==> src/rtl/ifetch_queue.sv <==
// Instruction fetch stage: owns the fetch PC, issues one word fetch at a time to a
// variable-latency memory and buffers returned words with their PCs in a small FIFO.
module ifetch_queue #(
  parameter int          DEPTH    = 4,
  parameter logic [31:0] RESET_PC = 32'h0000_0000
) (
  input  logic                     clk,
  input  logic                     reset,
  output logic                     imem_req,
  output logic [31:0]              imem_addr,
  input  logic                     imem_ack,
  input  logic [31:0]              imem_rdata,
  input  logic                     redirect,
  input  logic [31:0]              redirect_pc,
  output logic                     instr_valid,
  output logic [31:0]              instr,
  output logic [31:0]              instr_pc,
  input  logic                     instr_ready,
  output logic [$clog2(DEPTH):0]   count
);

  localparam int PW = $clog2(DEPTH);
  localparam int CW = PW + 1;
  localparam logic [CW-1:0] FULL = CW'(DEPTH);

  typedef enum logic [1:0] {
    ST_IDLE = 2'd0,
    ST_WAIT = 2'd1,
    ST_DROP = 2'd2
  } state_t;

  state_t          state_r, state_s;
  logic [31:0]     fetch_pc_r, fetch_pc_s;
  logic [31:0]     pending_pc_r, pending_pc_s;
  logic [PW-1:0]   rd_ptr_r, wr_ptr_r;
  logic [CW-1:0]   count_r, count_next_s;
  logic [31:0]     fifo_pc_r    [DEPTH];
  logic [31:0]     fifo_instr_r [DEPTH];
  logic            push_s, pop_s;
  logic [31:0]     redirect_aligned_s;

  // A redirect discards any same-cycle push or pop, so both are gated here.
  assign redirect_aligned_s = {redirect_pc[31:2], 2'b00};
  assign push_s       = (state_r == ST_WAIT) && imem_ack && !redirect;
  assign pop_s        = (count_r != {CW{1'b0}}) && instr_ready && !redirect;
  assign count_next_s = count_r + {{(CW-1){1'b0}}, push_s} - {{(CW-1){1'b0}}, pop_s};

  // Next-state and fetch-PC selection; an outstanding request cannot be retracted.
  always_comb begin
    state_s      = state_r;
    fetch_pc_s   = fetch_pc_r;
    pending_pc_s = pending_pc_r;
    if (redirect) begin
      if ((state_r != ST_IDLE) && !imem_ack) begin
        state_s      = ST_DROP;
        pending_pc_s = redirect_aligned_s;
      end else begin
        state_s    = ST_WAIT;
        fetch_pc_s = redirect_aligned_s;
      end
    end else begin
      case (state_r)
        ST_IDLE: begin
          if (count_r < FULL) state_s = ST_WAIT;
          else                state_s = ST_IDLE;
        end
        ST_WAIT: begin
          if (imem_ack) begin
            fetch_pc_s = fetch_pc_r + 32'd4;
            state_s    = (count_next_s < FULL) ? ST_WAIT : ST_IDLE;
          end else begin
            state_s = ST_WAIT;
          end
        end
        ST_DROP: begin
          if (imem_ack) begin
            fetch_pc_s = pending_pc_r;
            state_s    = (count_next_s < FULL) ? ST_WAIT : ST_IDLE;
          end else begin
            state_s = ST_DROP;
          end
        end
        default: state_s = ST_IDLE;
      endcase
    end
  end

  // Control state, PCs and FIFO bookkeeping.
  always_ff @(posedge clk) begin
    if (reset) begin
      state_r      <= ST_IDLE;
      fetch_pc_r   <= RESET_PC;
      pending_pc_r <= RESET_PC;
      rd_ptr_r     <= {PW{1'b0}};
      wr_ptr_r     <= {PW{1'b0}};
      count_r      <= {CW{1'b0}};
    end else begin
      state_r      <= state_s;
      fetch_pc_r   <= fetch_pc_s;
      pending_pc_r <= pending_pc_s;
      if (redirect) begin
        rd_ptr_r <= {PW{1'b0}};
        wr_ptr_r <= {PW{1'b0}};
        count_r  <= {CW{1'b0}};
      end else begin
        if (push_s) wr_ptr_r <= wr_ptr_r + {{(PW-1){1'b0}}, 1'b1};
        if (pop_s)  rd_ptr_r <= rd_ptr_r + {{(PW-1){1'b0}}, 1'b1};
        count_r <= count_next_s;
      end
    end
  end

  // FIFO storage; contents are don't-care while the slot is unoccupied.
  always_ff @(posedge clk) begin
    if (push_s && !reset) begin
      fifo_pc_r[wr_ptr_r]    <= fetch_pc_r;
      fifo_instr_r[wr_ptr_r] <= imem_rdata;
    end
  end

  assign imem_req    = (state_r != ST_IDLE);
  assign imem_addr   = fetch_pc_r;
  assign instr_valid = (count_r != {CW{1'b0}});
  assign instr       = fifo_instr_r[rd_ptr_r];
  assign instr_pc    = fifo_pc_r[rd_ptr_r];
  assign count       = count_r;

endmodule

==> config.mk <==
export PLATFORM = sky130hd
export DESIGN_NAME = ifetch_queue
export DESIGN_NICKNAME = d
export VERILOG_FILES = /design/src/rtl/ifetch_queue.sv
export SDC_FILE = /design/constraint.sdc
export NUM_CORES = 1
export LEC_CHECK = 0
export BUFFER_PORTS_ARGS = -buffer_cell sky130_fd_sc_hd__buf_4
export CAP_MARGIN = 10
export CORE_UTILIZATION = 35
export DETAILED_ROUTE_END_ITERATION = 8
export SYNTH_ARGS = -nofsm -noshare
export SYNTH_HDL_FRONTEND = slang
export SYNTH_SLANG_ARGS = --single-unit
==> constraint.sdc <==
create_clock -name clk -period 8.64 [get_ports clk]
set_input_delay 1.728 -clock clk [delete_from_list [all_inputs] [get_ports clk]]
set_output_delay 1.728 -clock clk [all_outputs]
set_load 0.02 [all_outputs]
==> results of run 1 <==
-- metrics by stage --
| step | setup slack, ps | hold slack [ps] |
|---|---|---|
| after global placement | 4183 | 437.0 |
| after global routing | 3903 | 472.9 |
| after CTS | 3997 | 452.8 |
| final | 4131 | 452.1 |
| after detailed placement | 4157 | 445.0 |
| after floorplan | 4381 | 431.9 |
-- layout by cell type, fill, tap and decap left out, drive strengths merged, types with 3 or more instances in the layout --
cell     instances
a211o            3
a211oi          13
a21o             3
a21oi           61
a2bb2oi          3
a311oi           3
a31oi            7
and2             5
and3            16
and4             5
buf            172
bufinv           4
clkbuf          47
clkinv          11
conb             4
dfxtp           71
edfxtp         248
ha               7
inv             13
mux4            62
nand2          104
nand3           18
nand4           10
nor2            41
nor2b            4
nor3            15
nor4             8
o211ai           9
o21a             3
o21ai           27
o31ai            5
xnor2            9
xor2             4
-- final cells by class --
type                            instances  area share
Tap cell                              468     0.03722
Multi-Input combinational cell        477      0.2388
Timing Repair Buffer                  172     0.08207
Sequential cell                       319      0.5641
Inverter                               14    0.003340
Clock buffer                           47     0.06386
Clock inverter                         15     0.01058
-- registers in the layout, summed over array words and instances, names as in the netlist, named ones only --
name	flops
wr_ptr_r	2
fifo_pc_r	120
imem_addr	30
state_r	2
count	3
fifo_instr_r	128
rd_ptr_r	2
pending_pc_r	30
-- final timing paths --
check                                 from                             to  slack (ps)  cells past startpoint
max                              flip-flop                    instr_pc[4]        4130                      3
min          pending_pc_r[30]$_SDFFE_PP0P_  pending_pc_r[30]$_SDFFE_PP0P_         450                      2
max reg2reg          state_r[0]$_SDFF_PP0_          state_r[0]$_SDFF_PP0_        5800                     11
min reg2reg  pending_pc_r[30]$_SDFFE_PP0P_  pending_pc_r[30]$_SDFFE_PP0P_         450                      2
-- logic make-up after synthesis --
family,after synthesis,synth area share
mux,64,0.1090
other cells,1,0.0002886
simple gates,237,0.08801
fa+ha+maj,8,0.008281
compound gates,151,0.07212
xor+xnor,13,0.008763
buf+inv,75,0.03101
flops,319,0.6825
-- tightest hold or removal path, delay by kind of cell, from the launching register on --
kind,cells,cell delay (ps)
AOI/OAI and AO/OA,1,50
and+or+nand+nor,1,50
DFF,1,300
-- metal layers --
layer / share of wire / GRT usage / up-vias
met5: 0 / 0 / -
li1: - / - / 3649
met3: 0.054 / 0.03019 / 54
met1: 0.45 / 0.2182 / 3875
met4: 0.030 / 0.05703 / 0
met2: 0.47 / 0.2508 / 256
-- power groups by stage --
stage               logic [W]  registers (W)  clock network, W
finish               0.000214        0.00173           0.00151
global route         0.000233        0.00174           0.00161
CTS                  0.000215        0.00173           0.00156
detailed placement   0.000214        0.00177                 0
global placement     0.000212        0.00176                 0
floorplan            0.000114        0.00176                 0
==> metrics.yaml, run 1 <==
run_status:
  outcome: "complete, no violations"
final_layout:
  multiInputGateArea_um2: 3757
  diodes: 0
  final_nets: 1096
  n_fill_cell: 3316
  stdcell_count: 1512
  regArea_um2: 8876
  drive_gt1_frac: 0.2854
  fin_area_um2: 15730
  area_growth_pct: 21.09
  finalCoreUtilization: 0.4298
route:
  drc: 0
  drt_pass1_iterations: 5
  drtIter0Drc: 551
  drt-wirelength-per-cell_um: 19.79
  vias: 7834
  routed_via_density: 5.181
  ant_nets: 0
  drt-total-wl_um: 29920
synthesis:
  synth-seq-area-share: 0.6825
  synth_area_leaders: "edfxtp_1, dfxtp_1, mux4_2, nand2_1, a21oi_1"
  ys_warn_count: 0
  synth.avg_cell_area_um2: 14.97
  synth_area_leader_cell: "edfxtp_1"
  yosys.cell_types.count: 62
  ys_ff_latch: 319
  yosysMostFrequentCell: "edfxtp_1"
  synth_top_cell_area_share: 0.5731
  synthCells: 868
  synthFlopType: "edfxtp_1"
  async_flop_share: 0
  syn_area_um2: 12990
  synth_edf_count: 248
  synth_common_cells: "edfxtp_1, nand2_1, dfxtp_1"
global_routing:
  grt_max_degree: 64
  grt_overflow: 0
  grt_pass1_wl_um: 46150
  grt_usage: 0.1588
  grt_pass1_vias: 7751
  antenna_found_initial: 0
cts:
  clockBufferDepth: 3
  cts_tree: "yes"
  numCtsBuffers: 35
  cts.sink_count: 319
  cts_resized: 0
  postCtsSetupBuffers: 0
  worstSkewPairLatency_ps: 510
  clkTransAtPathRegs_ps: 50
  htree_levels: 2
  cts_root_buf: "clkbuf_16"
  hold_buffers: 0
sta:
  skew_ps: 13.02
  min_period_ps: 4509
  finalCritPeriodShare: 0.5219
  timing.final.hold_violations: 0
  report.final.slew_viol_count: 0
  setup_viol: 0
  relSlewSlack: 0.3094
  rsz0062_at_grt: "no"
  max_freq_mhz: 221.8
  finalSetupTns_ps: 0
  worst_pin_slew_ps: 1036
floorplan:
  io_pins: 170
  die_h_um: 194.7
  placementRows: 70
  die_w_um: 194.7
  coreArea_um2: 36610
  initial_utilization: 0.3549
  dieArea_um2: 37900
worst_setup_path:
  crit_path_start_kind: "flip-flop"
  worstPathMaxFanout: 43
  max_stage_delay_ps: 780
  worst_setup_path_end_kind: "primary output"
  required_ps: 6910
  path_class: "reg -> out"
  worstPathBufferInverterCount: 2
  path_common_cell: "buf_4"
  crit_path_top_delay_cell: "buf_4"
  cp_top_family: "buffers and inverters"
  crit_chain: "buf_4 -> mux4_2 -> buf_4"
  worst_ep_arrival_time_ps: 2780
placement:
  gp_congestion: 0.8032
  place_area_um2: 14560
  place.detailed.hpwl_um: 18130
  portBuffers: 163
  place_inst: 1450
power_and_ir_drop:
  p_int_w: 0.002707
  power_w: 0.003460
  leakage_nw: 5.303
  swShare: 0.2176
  combPwrFrac: 0.062
  p_clk_frac: 0.437
  pwr-share-seq: 0.501
  p_per_area_nw_per_um2: 219.9
  max-vdd-ir-drop_mv: 0.09781
  p_switching_w: 0.0007530
run:
  drv_cap: 0
hold_path:
  hold_path_class: "reg -> reg"
Power figures use the tool's default switching activity.
==> run 2: changes to the inputs <==
==> constraint.sdc (replaced) <==
create_clock -name clk -period 4.35 [get_ports clk]
set_input_delay 0.87 -clock clk [delete_from_list [all_inputs] [get_ports clk]]
set_output_delay 0.87 -clock clk [all_outputs]
set_load 0.02 [all_outputs]
==> run 2 against run 1 <==
Utilization grew 0.24 points. Worst hold slack lost 0.67 ps. Sequential power grew 99%. Sequential cell count is the same. Non-clock buffer count grew 12. Global-route usage grew 0.50 points. Routed wire length grew 3.3%. Critical endpoint is now instr_pc[8]. Largest cell class unchanged. Largest power group unchanged.
==> metrics.yaml, run 2 (same netlist as run 1, synthesis figures left out) <==
run_status:
  outcome: "complete, no violations"
route:
  routed_via_density: 5.224
  drtIter0Drc: 516
  drc: 0
  ant_nets: 0
  drt-total-wl_um: 30920
  drt_pass1_iterations: 5
  vias: 7972
  drt-wirelength-per-cell_um: 20.26
hold_path:
  min_from: "pending_pc_r[24]$_SDFFE_PP0P_"
  min_to: "pending_pc_r[24]$_SDFFE_PP0P_"
  hold_path_class: "reg -> reg"
  holdPathStages: 2
global_routing:
  grt_max_degree: 63
  antenna_found_initial: 0
  grt_pass1_wl_um: 47170
  grt_usage: 0.1637
  grt_overflow: 0
  grt_pass1_vias: 7880
run:
  drv_cap: 0
worst_setup_path:
  required_ps: 3480
  r2r_cells: 11
  worst_ep_arrival_time_ps: 2400
  r2r_setup_slack_ps: 1540
  r2r_end: "state_r[0]$_SDFF_PP0_"
  crit_path_start_kind: "flip-flop"
  worst_setup_path_end_kind: "primary output"
  reg2reg_from: "state_r[0]$_SDFF_PP0_"
  path_class: "reg -> out"
  worstPathMaxFanout: 24
final_layout:
  layout.cells.most_common: "edfxtp_1"
  n_fill_cell: 3334
  stdcell_count: 1526
  fin_area_um2: 15820
  diodes: 0
  drive_gt1_frac: 0.2949
  reg.largest.list: "fifo_instr_r (128), fifo_pc_r (120)"
  area_growth_pct: 21.76
  finalCoreUtilization: 0.4322
  largest_reg_flops: 128
  final_cell_mix: "edfxtp_1, buf_4, nand2_1"
  final_nets: 1109
  top_register: "fifo_instr_r"
power_and_ir_drop:
  p_per_area_nw_per_um2: 426.6
  max-vdd-ir-drop_mv: 0.2048
  pwr-share-seq: 0.511
  p_switching_w: 0.001513
  combPwrFrac: 0.064
  p_clk_frac: 0.426
  leakage_nw: 5.362
  swShare: 0.2242
  p_int_w: 0.005236
cts:
  postCtsSetupBuffers: 0
  htree_levels: 2
  cts_resized: 0
  cts_tree: "yes"
  cts_root_buf: "clkbuf_16"
  hold_buffers: 0
  clockBufferDepth: 3
  clkTransAtPathRegs_ps: 50
  cts.sink_count: 319
  numCtsBuffers: 36
  worstSkewPairLatency_ps: 520
floorplan:
  die_w_um: 194.7
  initial_utilization: 0.3549
  die_h_um: 194.7
  io_pins: 170
  dieArea_um2: 37900
  placementRows: 70
  coreArea_um2: 36610
placement:
  place.detailed.hpwl_um: 19680
  place_area_um2: 14700
  portBuffers: 163
  place_inst: 1462
  gp_congestion: 0.8017
sta:
  min_period_ps: 3267
  setup_viol: 0
  finalSetupTns_ps: 0
  report.final.slew_viol_count: 0
  relSlewSlack: 0.4317
  finalCritPeriodShare: 0.7510
  worst_pin_slew_ps: 849.3
  max_freq_mhz: 306.1
  rsz0062_at_grt: "no"
  skew_ps: 18.29
  timing.final.hold_violations: 0
-- run 2: cell count changes in the layout (fill, tap and decap cells not counted) --
cell        delta
inv_6          +2
bufinv_16      -2
clkinv_2       +4
clkinvlp_2     -1
clkbuf_16      -1
buf_12         +4
buf_4          +8
-- run 2: how the worst max path moves through the flow --
stage | end | cells past startpoint | slack [ps] | startpoint
6_report | instr_pc[8] | 3 | 1080 | flip-flop
4_1_cts | instr_pc[8] | 3 | 960 | flip-flop
3_5_place_dp | state_r[0]$_SDFF_PP0_ | 12 | 970 | redirect
5_1_grt | instr_pc[8] | 3 | 910 | flip-flop
3_3_place_gp | state_r[0]$_SDFF_PP0_ | 12 | 990 | redirect
2_1_floorplan | fifo_instr_r[0][0]$_DFFE_PP_ | 4 | 950 | imem_ack
-- run 2: stage by stage --
step	hold WS, ps	setup slack (ps)	power (W)
after global placement	436.8	993.8	0.003933
final	451.5	1083	0.006749
after CTS	450.6	961.9	0.006833
after floorplan	431.9	949.5	0.003728
after detailed placement	443.2	971.6	0.003943
after global routing	468.5	911.0	0.006996
-- run 2: layout make-up --
cell class	count	area, µm²	share of cell area
flip-flops and latches	319	8876	0.5610
multi-input cells	477	3757	0.2375
repair buffers	184	1431	0.09047
clock buffers	46	979.7	0.06192
well taps	468	585.6	0.03701
clock inverters	18	138.9	0.008778
inverters	14	52.55	0.003321
-- run 2: layer usage --
layer / up-vias / global-route usage / wire length (µm)
met5: - / 0 / 0
li1: 3690 / - / -
met4: 0 / 0.06055 / 969
met3: 60 / 0.03123 / 1559
met2: 233 / 0.2558 / 14310
met1: 3989 / 0.2268 / 14080
-- run 2: power groups by stage --
stage          Combinational [W]  Clock (W)  Sequential [W]
5_1_grt                 0.000470    0.00307         0.00346
3_3_place_gp            0.000427          0         0.00351
3_5_place_dp            0.000433          0         0.00351
6_report                0.000432    0.00287         0.00345
4_1_cts                 0.000435    0.00295         0.00345
2_1_floorplan           0.000226          0         0.00350
-- run 2: worst max-delay path, stage by stage, from the launching register on --
cell and delay [ps]:
dfxtp_4 750, buf_4 380, mux4_2 560, buf_4 180
